===== src/rtl/fetch_pkg.sv =====
// Shared types and constants for the instruction prefetch queue.
package fetch_pkg;

    typedef enum logic [1:0] {
        IDLE  = 2'd0,
        RUN   = 2'd1,
        FLUSH = 2'd2
    } pf_state_t;

    typedef struct packed {
        logic [31:0] instr;
        logic [31:0] pc;
    } fetch_entry_t;

    localparam logic [31:0] INSTR_BYTES = 32'd4;
    localparam int          ENTRY_W     = $bits(fetch_entry_t);

endpackage


===== src/rtl/fetch_prefetch_queue_sync_fifo.sv =====
// Small synchronous FIFO: head is read straight from the storage registers,
// occupancy is exported so the issue logic can reserve space ahead of time.
module sync_fifo #(
    parameter int  WIDTH = 64,
    parameter int  DEPTH = 4,
    localparam int AW    = (DEPTH > 1) ? $clog2(DEPTH) : 1,
    localparam int CW    = AW + 1
) (
    input  logic             clk,
    input  logic             i_clear,
    input  logic             i_push,
    input  logic [WIDTH-1:0] i_data,
    input  logic             i_pop,
    output logic             o_valid,
    output logic [WIDTH-1:0] o_data,
    output logic [CW-1:0]    o_count
);

    logic [WIDTH-1:0] r_mem [DEPTH];
    logic [AW-1:0]    r_rd;
    logic [AW-1:0]    r_wr;
    logic [CW-1:0]    r_count;
    logic             w_pop;
    logic             w_push;

    // A push into a full FIFO is accepted only when the head leaves in the same cycle.
    assign w_pop  = i_pop && (r_count != '0);
    assign w_push = i_push && ((r_count != CW'(DEPTH)) || w_pop);

    always_ff @(posedge clk) begin
        if (i_clear) begin
            r_rd    <= '0;
            r_wr    <= '0;
            r_count <= '0;
        end else begin
            if (w_push) r_wr <= r_wr + AW'(1);
            if (w_pop)  r_rd <= r_rd + AW'(1);
            r_count <= r_count + CW'(w_push) - CW'(w_pop);
        end
    end

    always_ff @(posedge clk) begin
        if (w_push && !i_clear) r_mem[r_wr] <= i_data;
    end

    assign o_valid = (r_count != '0);
    assign o_data  = r_mem[r_rd];
    assign o_count = r_count;

endmodule


===== src/rtl/fetch_prefetch_queue.sv =====
// Instruction prefetch stage: issues in-order word fetches, buffers returned
// instructions with their PCs and throws away stale responses after a redirect.
module fetch_prefetch_queue
    import fetch_pkg::*;
#(
    parameter int          DEPTH    = 4,
    parameter int          MAX_OUT  = 2,
    parameter logic [31:0] RESET_PC = 32'h0000_0000
) (
    input  logic        clk,
    input  logic        reset,
    input  logic        redirect_valid,
    input  logic [31:0] redirect_pc,
    output logic        imem_req,
    output logic [31:0] imem_addr,
    input  logic        imem_ready,
    input  logic        imem_rvalid,
    input  logic [31:0] imem_rdata,
    output logic        dec_valid,
    output logic [31:0] dec_instr,
    output logic [31:0] dec_pc,
    input  logic        dec_ready,
    output logic        err_unexpected,
    output logic [1:0]  dbg_state
);

    localparam logic [1:0] ST_IDLE  = IDLE;
    localparam logic [1:0] ST_RUN   = RUN;
    localparam logic [1:0] ST_FLUSH = FLUSH;

    localparam int CW = ((DEPTH > 1) ? $clog2(DEPTH) : 1) + 1;
    localparam int OW = $clog2(MAX_OUT + 1);
    localparam int SW = CW + 1;

    logic [1:0]    r_state;
    logic [31:0]   r_fetch_pc;
    logic [31:0]   r_resp_pc;
    logic [OW-1:0] r_out;
    logic [OW-1:0] r_drop_cnt;
    logic          r_err;

    logic          w_resp;
    logic          w_fire;
    logic [OW-1:0] w_out_after_redirect;
    logic [SW-1:0] w_occupancy;
    logic [CW-1:0] w_count;
    logic          w_fifo_clear;
    logic          w_fifo_push;
    logic          w_fifo_valid;
    logic [ENTRY_W-1:0] w_fifo_wdata;
    logic [ENTRY_W-1:0] w_fifo_rdata;
    fetch_entry_t  w_head;

    // A response with nothing outstanding is not a real response; it only flags the error.
    assign w_resp = imem_rvalid && (r_out != '0);
    assign w_fire = imem_req && imem_ready;
    assign w_out_after_redirect = r_out - OW'(w_resp);

    // Buffered entries plus in-flight requests never exceed the FIFO depth,
    // which is what guarantees every response a free slot.
    assign w_occupancy = SW'(w_count) + SW'(r_out);

    assign imem_req  = (r_state == ST_RUN) && !redirect_valid &&
                       (w_occupancy < SW'(DEPTH)) && (r_out < OW'(MAX_OUT));
    assign imem_addr = r_fetch_pc;

    always_ff @(posedge clk) begin
        if (!reset) begin
            r_state    <= ST_IDLE;
            r_fetch_pc <= RESET_PC;
            r_resp_pc  <= RESET_PC;
            r_out      <= '0;
            r_drop_cnt <= '0;
            r_err      <= 1'b0;
        end else begin
            if (imem_rvalid && (r_out == '0)) r_err <= 1'b1;
            if (redirect_valid) begin
                r_fetch_pc <= redirect_pc;
                r_resp_pc  <= redirect_pc;
                r_out      <= w_out_after_redirect;
                r_drop_cnt <= w_out_after_redirect;
                r_state    <= (w_out_after_redirect != '0) ? ST_FLUSH : ST_RUN;
            end else begin
                case (r_state)
                    ST_IDLE: r_state <= ST_RUN;
                    ST_RUN: begin
                        if (w_fire) r_fetch_pc <= r_fetch_pc + INSTR_BYTES;
                        if (w_resp) r_resp_pc  <= r_resp_pc + INSTR_BYTES;
                        r_out <= r_out + OW'(w_fire) - OW'(w_resp);
                    end
                    ST_FLUSH: begin
                        if (w_resp) begin
                            r_out      <= r_out - OW'(1);
                            r_drop_cnt <= r_drop_cnt - OW'(1);
                            if (r_drop_cnt == OW'(1)) r_state <= ST_RUN;
                        end
                    end
                    default: r_state <= ST_IDLE;
                endcase
            end
        end
    end

    assign w_fifo_clear = !reset || redirect_valid;
    assign w_fifo_push  = (r_state == ST_RUN) && w_resp && !redirect_valid;
    assign w_fifo_wdata = {imem_rdata, r_resp_pc};

    sync_fifo #(
        .WIDTH (ENTRY_W),
        .DEPTH (DEPTH)
    ) u_fifo (
        .clk     (clk),
        .i_clear (w_fifo_clear),
        .i_push  (w_fifo_push),
        .i_data  (w_fifo_wdata),
        .i_pop   (dec_ready),
        .o_valid (w_fifo_valid),
        .o_data  (w_fifo_rdata),
        .o_count (w_count)
    );

    assign w_head         = w_fifo_rdata;
    assign dec_valid      = w_fifo_valid;
    assign dec_instr      = w_head.instr;
    assign dec_pc         = w_head.pc;
    assign err_unexpected = r_err;
    assign dbg_state      = r_state;

endmodule


===== config.mk =====
export PLATFORM = sky130hd
export DESIGN_NAME = fetch_prefetch_queue
export DESIGN_NICKNAME = d
export VERILOG_FILES = /design/src/rtl/fetch_pkg.sv /design/src/rtl/fetch_prefetch_queue_sync_fifo.sv /design/src/rtl/fetch_prefetch_queue.sv
export SDC_FILE = /design/constraint.sdc
export NUM_CORES = 1
export LEC_CHECK = 0
export ABC_AREA = 0
export CAP_MARGIN = 20
export CORE_ASPECT_RATIO = 0.75
export CORE_MARGIN = 2
export CORE_UTILIZATION = 35
export DETAILED_ROUTE_END_ITERATION = 8
export PLACE_DENSITY_LB_ADDON = 0.3
export REMOVE_ABC_BUFFERS = 1
export SLEW_MARGIN = 25
export SYNTH_ARGS = -nofsm -noshare
export SYNTH_HDL_FRONTEND = slang
export SYNTH_SLANG_ARGS = --single-unit

===== constraint.sdc =====
create_clock -name clk -period 11.8 [get_ports clk]
set_input_delay 2.95 -clock clk [delete_from_list [all_inputs] [get_ports clk]]
set_output_delay 2.95 -clock clk [all_outputs]
set_load 0.01 [all_outputs]

==> impl_results.md, run 1 <==
* Clk Tree Root Cell: sky130_fd_sc_hd__clkbuf_16
* Start point of the critical path: redirect_valid
* Syn avg cell area at 15.6 sq um
* # clock sinks at 336
* Cell count after synthesis at 871
* Count of hold-fix buffers inserted at cts at 0
* Antenna violations before repair at 0
* CTS clock-pin slew for the worst setup and hold paths at 0.06 ns
* Total of max-cap violations at 0
* Portion of the post-synthesis area used by sequential elements at 68.2%
* Chip Height at 175 microns
* RSZ-0062 raised after global routing: false
* Power density over cell area at 151 nW/um^2
* Starting utilization of the core area at 35.6%
* Skew final at 0.0147 ns
* Total of warnings raised by yosys at 0
* Setup crit start kind: input port
* Via count at 8,203
* Largest net degree at the start of global routing at 79
* Final worst-path cycle share at 61.7%
* Number of buffers created by CTS at 35
* Fin Setup TNS at 0 ns
* GRT Resource Usage Total at between 15 and 20%
* Leakage power at 5.40 nW
* Worst IR Drop VDD at 0.0000736 V
* Leftover overflow at the end of global routing at 0
* Capturing instance or port of the critical path: imem_req
* Number of buffers inserted to repair setup after CTS at 0
* Number of register bits inferred by synthesis at 336
* Remaining design rule violation count at 0
* RR Startpoint: dbg_state[0]$_SDFFE_PN0P_
* Max clock buf depth at 3
* Ratio of routed vias to standard cells at 5.18
* Ports at 171
* Post-layout minimum cycle time at between 7 and 8 ns
* M1 wire length at 15.5 mm
* Cell row count at 62
* Met2 routed wirelength at 14.6 mm
* Number of iterations in the first detailed-routing pass at 5
* First-pass GRT wire length at 50.3 mm
* Outcome: finished clean
* Highest signal layer in the routed design: met4
* Worst min path class: reg -> reg
* Horizontal extent of the die at 232 microns
* Largest driver fanout on the critical path at 45
* WHS at 0.459 ns
* Type of the setup path with the least slack: in -> out
* WL met3 at between 2 and 2.5 mm
* Clk_lat worst skew at ~0.52 ns
* Htree depth at 2
* Distinct cell type count of the synthesized netlist at 61
* Number of design-rule violations left by the first detailed-router iteration at around 670
* Highest clock frequency the design can meet at 137 MHz
* Signed area change from the synthesized netlist to the final layout at 24.4%
* Flip-flop cell with the highest count after synthesis: sky130_fd_sc_hd__edfxtp_1
* Fraction of final layout cells sized beyond drive strength 1 at a little over an eighth
* Ant diodes at 0
* Capture point of the worst reg-to-reg path: u_fifo.r_mem[3][50]$_DFFE_PP_
* Antenna viol nets, final at 0
* Area of the die at 40,500 sq um
* Required time at the endpoint of the critical path at 8.85 ns
* Placeable core region at 38,300 sq um
* Register-to-Register Setup Slack at 8.27 ns
* Number of nets in the layout at 1,130
* Arrival @ worst endpoint at 4.33 ns
* Mean routed wirelength per cell at a little over 20 microns
* Port Buf Inserts at 170
* Number of setup violations in the final report at 0
* TritonCTS clock tree: yes
* Transition time at the pin with the least slew margin at 1.07 ns
* Final Wtd Congestion at 0.833
* Reg2Reg Depth at 5
* Final count of hold timing violations at 0
* Total half-perimeter wirelength after legalization and detailed placement at 21.1 mm
* Vias in the first global route at 8,194
* Category of the worst setup path capture point: output port
* Number of flops mapped to enable cells by yosys at 256
* Share of flip-flops with an asynchronous set or reset at 0%
* Post-synthesis instance area at 13,600 sq um
* PostCTS Resize Cnt at 0
* Headroom to the max-slew limit at 27.9%
* Pins over their slew limit at 0
* Total Wirelength at about 33 mm
==> cell usage after synthesis (all sizes together), types with 2 or more instances <==
cell type / n / area share (%)
o21ai: 39 / 1.4
inv: 22 / 0.61
clkbuf: 25 / 0.69
nand2b: 3 / 0.14
nand2: 54 / 1.5
and3: 17 / 0.78
or3: 10 / 0.46
mux4: 64 / 11
xor2: 8 / 0.51
nand4: 21 / 1.1
nand3: 11 / 0.40
o31a: 5 / 0.32
buf: 17 / 0.85
o211ai: 5 / 0.28
xnor2: 37 / 2.4
dfxtp: 80 / 12
and3b: 2 / 0.13
and4: 2 / 0.13
o221a: 2 / 0.17
and4bb: 4 / 0.37
a21oi: 51 / 1.9
and2: 15 / 0.69
nor3: 17 / 0.66
nor4b: 2 / 0.13
ha: 14 / 1.3
edfxtp: 256 / 56
nor2b: 2 / 0.092
a31oi: 14 / 0.64
nor4: 9 / 0.68
or2: 2 / 0.092
o21a: 4 / 0.22
a211oi: 3 / 0.17
nor3b: 5 / 0.31
a21boi: 2 / 0.11
a41oi: 2 / 0.13
or4: 3 / 0.17
nor2: 28 / 0.77
==> routing by layer <==
| metal | vias to the layer above | global-route usage (%) |
|---|---|---|
| met5 | - | 0 |
| met4 | 0 | 4.49 |
| met3 | 47 | 3.41 |
| met2 | 258 | 24.5 |
| met1 | 4132 | 24.0 |
| li1 | 3766 | - |
==> worst max-delay path, stage by stage <==
cell and delay, ns:
sky130_fd_sc_hd__buf_2 0.10, sky130_fd_sc_hd__buf_4 0.27, sky130_fd_sc_hd__nor3b_2 0.27, sky130_fd_sc_hd__and3_1 0.19
sky130_fd_sc_hd__clkdlybuf4s50_1 0.55
==> worst min path at each step <==
stage	start	end	slack (ns)	cells past startpoint
6_report	imem_addr[1]$_SDFFE_PN0P_	imem_addr[1]$_SDFFE_PN0P_	0.46	2
3_5_place_dp	imem_addr[1]$_SDFFE_PN0P_	imem_addr[1]$_SDFFE_PN0P_	0.45	2
4_1_cts	imem_addr[1]$_SDFFE_PN0P_	imem_addr[1]$_SDFFE_PN0P_	0.46	2
5_1_grt	imem_addr[0]$_SDFFE_PN0P_	imem_addr[0]$_SDFFE_PN0P_	0.48	2
3_3_place_gp	imem_addr[1]$_SDFFE_PN0P_	imem_addr[1]$_SDFFE_PN0P_	0.45	2
2_1_floorplan	r_resp_pc[0]$_SDFFE_PN0P_	u_fifo.r_mem[0][0]$_DFFE_PP_	0.46	0
==> power by group <==
group	leakage, nW	switching, W	internal (W)
combinational	1.87	0.0000736	0.0000778
clock	0.541	0.000442	0.000641
sequential	2.98	0.0000360	0.00129
==> cell type report <==
class                      instances  area (sq um)
sequential                       336          9300
clock inverter                    14           183
multi-input combinational        471          4050
inverter                          22          82.6
tap                              512           641
timing repair buffer             179          1760
clock buffer                      49           928
fill                            3471         21400
==> kinds of logic (layout without fill, tap and decap cells) <==
| family | after synthesis | count (layout) | share of synthesized area [%] |
|---|---|---|---|
| simple gates | 209 | 209 | 8.67 |
| buf+inv | 64 | 264 | 2.15 |
| compound gates | 137 | 137 | 6.02 |
| mux | 65 | 65 | 10.7 |
| fa+ha+maj | 15 | 15 | 1.43 |
| xor+xnor | 45 | 45 | 2.89 |
| flops | 336 | 336 | 68.2 |
==> registers in the layout (all words and copies together), names as in the netlist, 3 cells and up, named ones only <==
name,flops
imem_addr,32
u_fifo.r_mem,256
r_resp_pc,32
u_fifo.o_count,3
==> cells in the final DEF, fill, tap and decap left out, types with 9 or more instances in the layout <==
cell and instances:
sky130_fd_sc_hd__a31oi_1 14, sky130_fd_sc_hd__nand3_1 11, sky130_fd_sc_hd__ha_1 14, sky130_fd_sc_hd__clkbuf_16 35, sky130_fd_sc_hd__or3_1 10, sky130_fd_sc_hd__nand2_1 54, sky130_fd_sc_hd__xnor2_1 37, sky130_fd_sc_hd__inv_1 21
sky130_fd_sc_hd__clkdlybuf4s50_1 169, sky130_fd_sc_hd__nand4_1 19, sky130_fd_sc_hd__buf_4 9, sky130_fd_sc_hd__edfxtp_1 256, sky130_fd_sc_hd__clkbuf_1 14, sky130_fd_sc_hd__mux4_2 64, sky130_fd_sc_hd__o21ai_0 39, sky130_fd_sc_hd__a21oi_1 51
sky130_fd_sc_hd__nor3_1 16, sky130_fd_sc_hd__and3_1 17, sky130_fd_sc_hd__dfxtp_1 78, sky130_fd_sc_hd__nor2_1 28, sky130_fd_sc_hd__and2_1 11
==> per-stage QoR <==
| step | utilization [%] | total power [W] | instances | setup slack, ns | instance area (sq um) |
|---|---|---|---|---|---|
| 3_3_place_gp | 41.3 | 0.00150 | 1520 | 4.54 | 15800 |
| 5_1_grt | 44.2 | 0.00266 | 1583 | 4.43 | 16900 |
| 4_1_cts | 44.2 | 0.00259 | 1583 | 4.53 | 16900 |
| 2_1_floorplan | - | 0.00141 | 829 | 5.44 | 13400 |
| 6_report | 44.2 | 0.00256 | 1583 | 4.52 | 16900 |
| 3_5_place_dp | 41.3 | 0.00150 | 1520 | 4.54 | 15800 |
Power figures use the tool's default switching activity.
==> run 2, diff against run 1 <==
==> constraint.sdc (replaced) <==
create_clock -name clk -period 6.8 [get_ports clk]
set_input_delay 1.7 -clock clk [delete_from_list [all_inputs] [get_ports clk]]
set_output_delay 1.7 -clock clk [all_outputs]
set_load 0.01 [all_outputs]
==> run 2 against run 1 <==
Total power is 72% higher. Non-clock buffer count stayed put. Global-route usage is 0.11 points lower. Sequential power up 73%. Count of clock-buffer cells in the layout fell by 3. Final area grew 0.48%. Register-to-register slack worse by 4.5 ns. Die area stayed put. Final cell count rose by 0.13%. Clock power up 70%. Critical path depth fell by 1.
==> impl_results.md, run 2 (same netlist as run 1, synthesis figures left out) <==
* Outcome: finished clean
* Most used cells in the layout excluding fill and tap cells: sky130_fd_sc_hd__edfxtp_1 (256), sky130_fd_sc_hd__clkdlybuf4s50_1 (169), sky130_fd_sc_hd__dfxtp_1 (78)
* Clk_lat worst skew at about 0.53 ns
* First-pass GRT wire length at 49.8 mm
* Transition time at the pin with the least slew margin at 0.902 ns
* Number of buffers created by CTS at 36
* Leakage power at 5.42 nW
* Number of nets in the layout at 1,131
* Largest driver fanout on the critical path at 45
* Worst min path class: reg -> reg
* Antenna violations before repair at 0
* Skew final at 0.0238 ns
* Register with the highest flop count: u_fifo.r_mem
* Final Wtd Congestion at 0.794
* Number of stages on the worst hold path at 2
* Pins over their slew limit at 0
* Post-layout minimum cycle time at 4.89 ns
* Ant diodes at 0
* # clock sinks at around 340
* Number of iterations in the first detailed-routing pass at 5
* Type of the setup path with the least slack: in -> out
* Area of the die at between 40,000 and 50,000 sq um
* CTS clock-pin slew for the worst setup and hold paths at 0.06 ns
* Placeable core region at 38,300 sq um
* Total Wirelength at 32.8 mm
* Required time at the endpoint of the critical path at 5.10 ns
* Starting utilization of the core area at 35.6%
* Final core utilization at approximately 44%
* Total of max-cap violations at 0
* TritonCTS clock tree: yes
* Count of hold-fix buffers inserted at cts at 0
* Ports at roughly 170
* Via count at 8,189
* Final worst-path cycle share at between 70% and 80%
* Htree depth at 2
* Category of the worst setup path capture point: output port
* Ratio of routed vias to standard cells at 5.17
* Fraction of final layout cells sized beyond drive strength 1 at between 10% and 20%
* GRT Resource Usage Total at 16.2%
* RSZ-0062 raised after global routing: false
* Cell row count at between 60 and 70
* Highest clock frequency the design can meet at 205 MHz
* Remaining design rule violation count at 0
* Leftover overflow at the end of global routing at 0
* Power density over cell area at 259 nW/um^2
* Number of flip-flops in the largest register at 256
* Design Power at 0.00441 W
* Number of design-rule violations left by the first detailed-router iteration at 606
* Horizontal extent of the die at 232 microns
* Clk Tree Root Cell: sky130_fd_sc_hd__clkbuf_16
* PostCTS Resize Cnt at 0
* Total half-perimeter wirelength after legalization and detailed placement at 20.7 mm
* Signed area change from the synthesized netlist to the final layout at 25.0%
* Number of buffers inserted to repair setup after CTS at 0
* Arrival @ worst endpoint at 3.19 ns
* Antenna viol nets, final at 0
* Most common cell after layout, fill and taps aside: sky130_fd_sc_hd__edfxtp_1
* Final count of hold timing violations at 0
* Fin Setup TNS at 0 ns
* Number of setup violations in the final report at 0
* Chip Height at 175 microns
* Setup crit start kind: input port
* Mean routed wirelength per cell at roughly 21 microns
* WHS at 0.462 ns
* Worst IR Drop VDD at between 0.0001 and 0.00015 V
* Headroom to the max-slew limit at 39.8%
* Reg2Reg Depth at 5
* Largest net degree at the start of global routing at 65
* Max clock buf depth at 3
* Port Buf Inserts at 170
* Vias in the first global route at 8,131
## run 2: cell count changes in the layout (fill, tap and decap cells not counted)
| cell | delta |
|---|---|
| sky130_fd_sc_hd__buf_16 | +2 |
| sky130_fd_sc_hd__clkinv_4 | -1 |
| sky130_fd_sc_hd__inv_6 | -2 |
| sky130_fd_sc_hd__buf_4 | -5 |
| sky130_fd_sc_hd__clkinv_2 | +3 |
| sky130_fd_sc_hd__clkinvlp_2 | +1 |
| sky130_fd_sc_hd__clkbuf_8 | +4 |
| sky130_fd_sc_hd__clkbuf_1 | -8 |
| sky130_fd_sc_hd__clkinvlp_4 | +3 |
| sky130_fd_sc_hd__bufinv_16 | -3 |
| sky130_fd_sc_hd__buf_12 | +3 |
| sky130_fd_sc_hd__clkinv_1 | +3 |
| sky130_fd_sc_hd__clkinv_8 | +1 |
| sky130_fd_sc_hd__clkbuf_16 | +1 |
## run 2: layout make-up
class	count	area (sq um)
fill	3428	21300
tap	512	641
timing repair buffer	179	1840
clock inverter	19	136
multi-input combinational	471	4050
clock buffer	46	978
inverter	22	82.6
sequential	336	9300
## run 2: critical path, cell delays in order
cell and delay (ns):
sky130_fd_sc_hd__buf_2 0.67, sky130_fd_sc_hd__nor3b_2 0.13, sky130_fd_sc_hd__and3_1 0.19, sky130_fd_sc_hd__clkdlybuf4s50_1 0.49
## run 2: power by group
group          internal [W]  leakage (nW)  switching (W)
registers           0.00224          2.98      0.0000624
clock network       0.00106         0.541       0.000782
logic              0.000135          1.89       0.000126
total               0.00344          5.42       0.000970
## run 2: per-stage QoR
| stage | cells | instance area, sq um | setup WS, ns |
|---|---|---|---|
| 3_3_place_gp | 1515 | 15800 | 1.97 |
| 2_1_floorplan | 829 | 13400 | 1.69 |
| 6_report | 1585 | 17000 | 1.91 |
| 4_1_cts | 1581 | 16900 | 1.94 |
| 3_5_place_dp | 1516 | 15800 | 1.92 |
| 5_1_grt | 1585 | 17000 | 1.84 |
## run 2: metal layers
layer / global-route usage [%] / wire length, microns / vias up / share of wire [%]
li1: - / - / 3757 / -
met1: 23.8 / 15500 / 4113 / 47
met2: 24.5 / 14600 / 267 / 45
met3: 3.10 / 1920 / 52 / 5.9
met4: 4.46 / 713 / 0 / 2.2
met5: 0 / 0 / - / 0
## run 2: final timing paths
path / from / slack [ns] / to
setup / recovery: redirect_valid / 1.91 / imem_req
hold / removal: imem_addr[1]$_SDFFE_PN0P_ / 0.46 / imem_addr[1]$_SDFFE_PN0P_
setup reg to reg: dbg_state[0]$_SDFFE_PN0P_ / 3.77 / u_fifo.r_mem[1][27]$_DFFE_PP_
hold reg to reg: imem_addr[1]$_SDFFE_PN0P_ / 0.46 / imem_addr[1]$_SDFFE_PN0P_
==> run 3, diff against run 2 <==
==> constraint.sdc (replaced) <==
create_clock -name clk -period 5 [get_ports clk]
set_input_delay 1.25 -clock clk [delete_from_list [all_inputs] [get_ports clk]]
set_output_delay 1.25 -clock clk [all_outputs]
set_load 0.01 [all_outputs]
==> run 3 against run 2 <==
Wire length increased by 3.8%. Largest power group unchanged. Sequential cell count stayed put. Utilization down 0.17 points. Clock skew shrank 0.0070 ns. Global-route usage grew 0.65 points. Count of clock-buffer cells in the layout fell by 6. Via count increased by 1.3%.
==> impl_results.md, run 3 (same netlist as run 1, synthesis figures left out) <==
* GRT Resource Usage Total at 16.8%
* Vias in the first global route at 8,143
* Worst IR Drop VDD at a little under 0.0002 V
* Kind of cell with the highest combined delay on the critical path: buffers and inverters
* Leakage power at 5.39 nW
* Max clock buf depth at 3
* # clock sinks at roughly 340
* Reg2Reg Depth at 5
* TritonCTS clock tree: yes
* Antenna viol nets, final at 0
* Most common cell after layout, fill and taps aside: sky130_fd_sc_hd__edfxtp_1
* Number of buffer and inverter stages on the critical path at 2
* Fin Setup TNS at 0 ns
* Final Wtd Congestion at about 0.87
* Type of the setup path with the least slack: reg -> out
* Antenna violations before repair at 0
* Delay of the slowest cell on the worst path at 0.63 ns
* Met2 routed wirelength at between 10 and 15 mm
* Arrival @ worst endpoint at 2.68 ns
* Setup crit start kind: flip-flop
* First-pass GRT wire length at 51.3 mm
* Power density over cell area at between 300 and 400 nW/um^2
* Remaining design rule violation count at 0
* Register-to-Register Setup Slack at 1.96 ns
* Number of design-rule violations left by the first detailed-router iteration at around 760
* Required time at the endpoint of the critical path at 3.75 ns
* Cell row count at 62
* Total half-perimeter wirelength after legalization and detailed placement at around 23 mm
* Count of hold-fix buffers inserted at cts at 0
* Slowest cell on crit path: sky130_fd_sc_hd__dfxtp_4
* Number of buffers inserted to repair setup after CTS at 0
* Largest net degree at the start of global routing at 78
* Number of buffers created by CTS at 34
* Total of max-cap violations at 0
* Horizontal extent of the die at ~230 microns
* Cell Count Post-Placement at 1,521
* RSZ-0062 raised after global routing: false
* Final core utilization at 44.3%
* WHS at 0.455 ns
* Non-filler cells in the finished layout at 1,580
* Clk Tree Root Cell: sky130_fd_sc_hd__clkbuf_16
* Chip Height at between 150 and 200 microns
* Htree depth at 2
* Area of the die at 40,500 sq um
* CTS clock-pin slew for the worst setup and hold paths at 0.06 ns
* Largest driver fanout on the critical path at 19
* Skew final at 0.0168 ns
* Signed area change from the synthesized netlist to the final layout at 24.5%
* Most used cells in the layout excluding fill and tap cells: sky130_fd_sc_hd__edfxtp_1 (256), sky130_fd_sc_hd__clkdlybuf4s50_1 (169), sky130_fd_sc_hd__dfxtp_1 (78)
* Worst min path class: reg -> reg
* Number of setup violations in the final report at 0
* Headroom to the max-slew limit at between 30% and 40%
* Mean routed wirelength per cell at roughly 22 microns
* WL met3 at 2.29 mm
* Leftover overflow at the end of global routing at 0
* Fillers at 3,407
* Register with the highest flop count: u_fifo.r_mem
* Outcome: finished clean
* Pins over their slew limit at 0
* Number of flip-flops in the largest register at 256
* M1 wire length at 16.3 mm
* RR Startpoint: dbg_state[0]$_SDFFE_PN0P_
* Capturing instance or port of the critical path: dec_instr[18]
* PostCTS Resize Cnt at 0
* Highest clock frequency the design can meet at 255 MHz
* Final worst-path cycle share at between 70% and 80%
* Number of nets in the layout at 1,130
* Number of iterations in the first detailed-routing pass at 5
* Post-layout minimum cycle time at between 3 and 4 ns
* Category of the worst setup path capture point: output port
* Clk_lat worst skew at 0.53 ns
* Ant diodes at 0
* Fraction of final layout cells sized beyond drive strength 1 at 13.1%
* Final count of hold timing violations at 0
* Ratio of routed vias to standard cells at 5.25
* Placeable core region at between 30,000 and 40,000 sq um
* Total Wirelength at 34.1 mm
* Cell Chain, Critical Path: buf_4, mux4_2, clkdlybuf4s50_1
* Crit path depth at 3
* Starting utilization of the core area at 35.6%
* Transition time at the pin with the least slew margin at 1.04 ns
* Highest signal layer in the routed design: met4
* Capture point of the worst reg-to-reg path: u_fifo.r_mem[2][47]$_DFFE_PP_
* Ports at 171
* Via count at just over 8,000
* Port Buf Inserts at 170
## run 3: worst min-delay path, delay by kind of cell (launching register included)
kind,cells,cell delay [ns]
compound gates,1,0.05
flops,1,0.31
simple gates,1,0.05
## run 3: routing by layer
| metal | up-vias | track usage, % |
|---|---|---|
| met5 | - | 0 |
| met4 | 0 | 5.07 |
| met3 | 53 | 3.41 |
| met2 | 300 | 24.0 |
| met1 | 4181 | 25.7 |
| li1 | 3759 | - |
## run 3: layout make-up
| cell class | instances | area (sq um) | share of cell area (%) |
|---|---|---|---|
| Sequential cell | 336 | 9300 | 54.8 |
| Clock buffer | 40 | 895 | 5.27 |
| Inverter | 22 | 82.6 | 0.487 |
| Tap cell | 512 | 641 | 3.78 |
| Clock inverter | 19 | 161 | 0.952 |
| Multi-Input combinational cell | 471 | 4050 | 23.9 |
| Timing Repair Buffer | 180 | 1830 | 10.8 |
## run 3: power by group
part           leakage [nW]  switching [W]  internal [W]
sequential             2.98      0.0000841       0.00305
clock                 0.510        0.00105       0.00139
combinational          1.89       0.000176      0.000184
## run 3: worst min path at each step
stage | startpoint | end | slack (ns) | cells past startpoint
3_5_place_dp | imem_addr[1]$_SDFFE_PN0P_ | imem_addr[1]$_SDFFE_PN0P_ | 0.45 | 2
4_1_cts | imem_addr[1]$_SDFFE_PN0P_ | imem_addr[1]$_SDFFE_PN0P_ | 0.46 | 2
3_3_place_gp | imem_addr[1]$_SDFFE_PN0P_ | imem_addr[1]$_SDFFE_PN0P_ | 0.45 | 2
6_report | imem_addr[1]$_SDFFE_PN0P_ | imem_addr[1]$_SDFFE_PN0P_ | 0.46 | 2
2_1_floorplan | r_resp_pc[0]$_SDFFE_PN0P_ | u_fifo.r_mem[0][0]$_DFFE_PP_ | 0.46 | 0
5_1_grt | imem_addr[1]$_SDFFE_PN0P_ | imem_addr[1]$_SDFFE_PN0P_ | 0.49 | 2
## run 3: stage by stage
step / worst slack, ns / instance area, sq um / power (W)
final: 1.07 / 17000 / 0.00593
after global routing: 0.894 / 17000 / 0.00614
after CTS: 0.973 / 17000 / 0.00600
after detailed placement: 1.03 / 15900 / 0.00355
after global placement: 1.10 / 15900 / 0.00354
after floorplan: 0.336 / 13400 / 0.00333
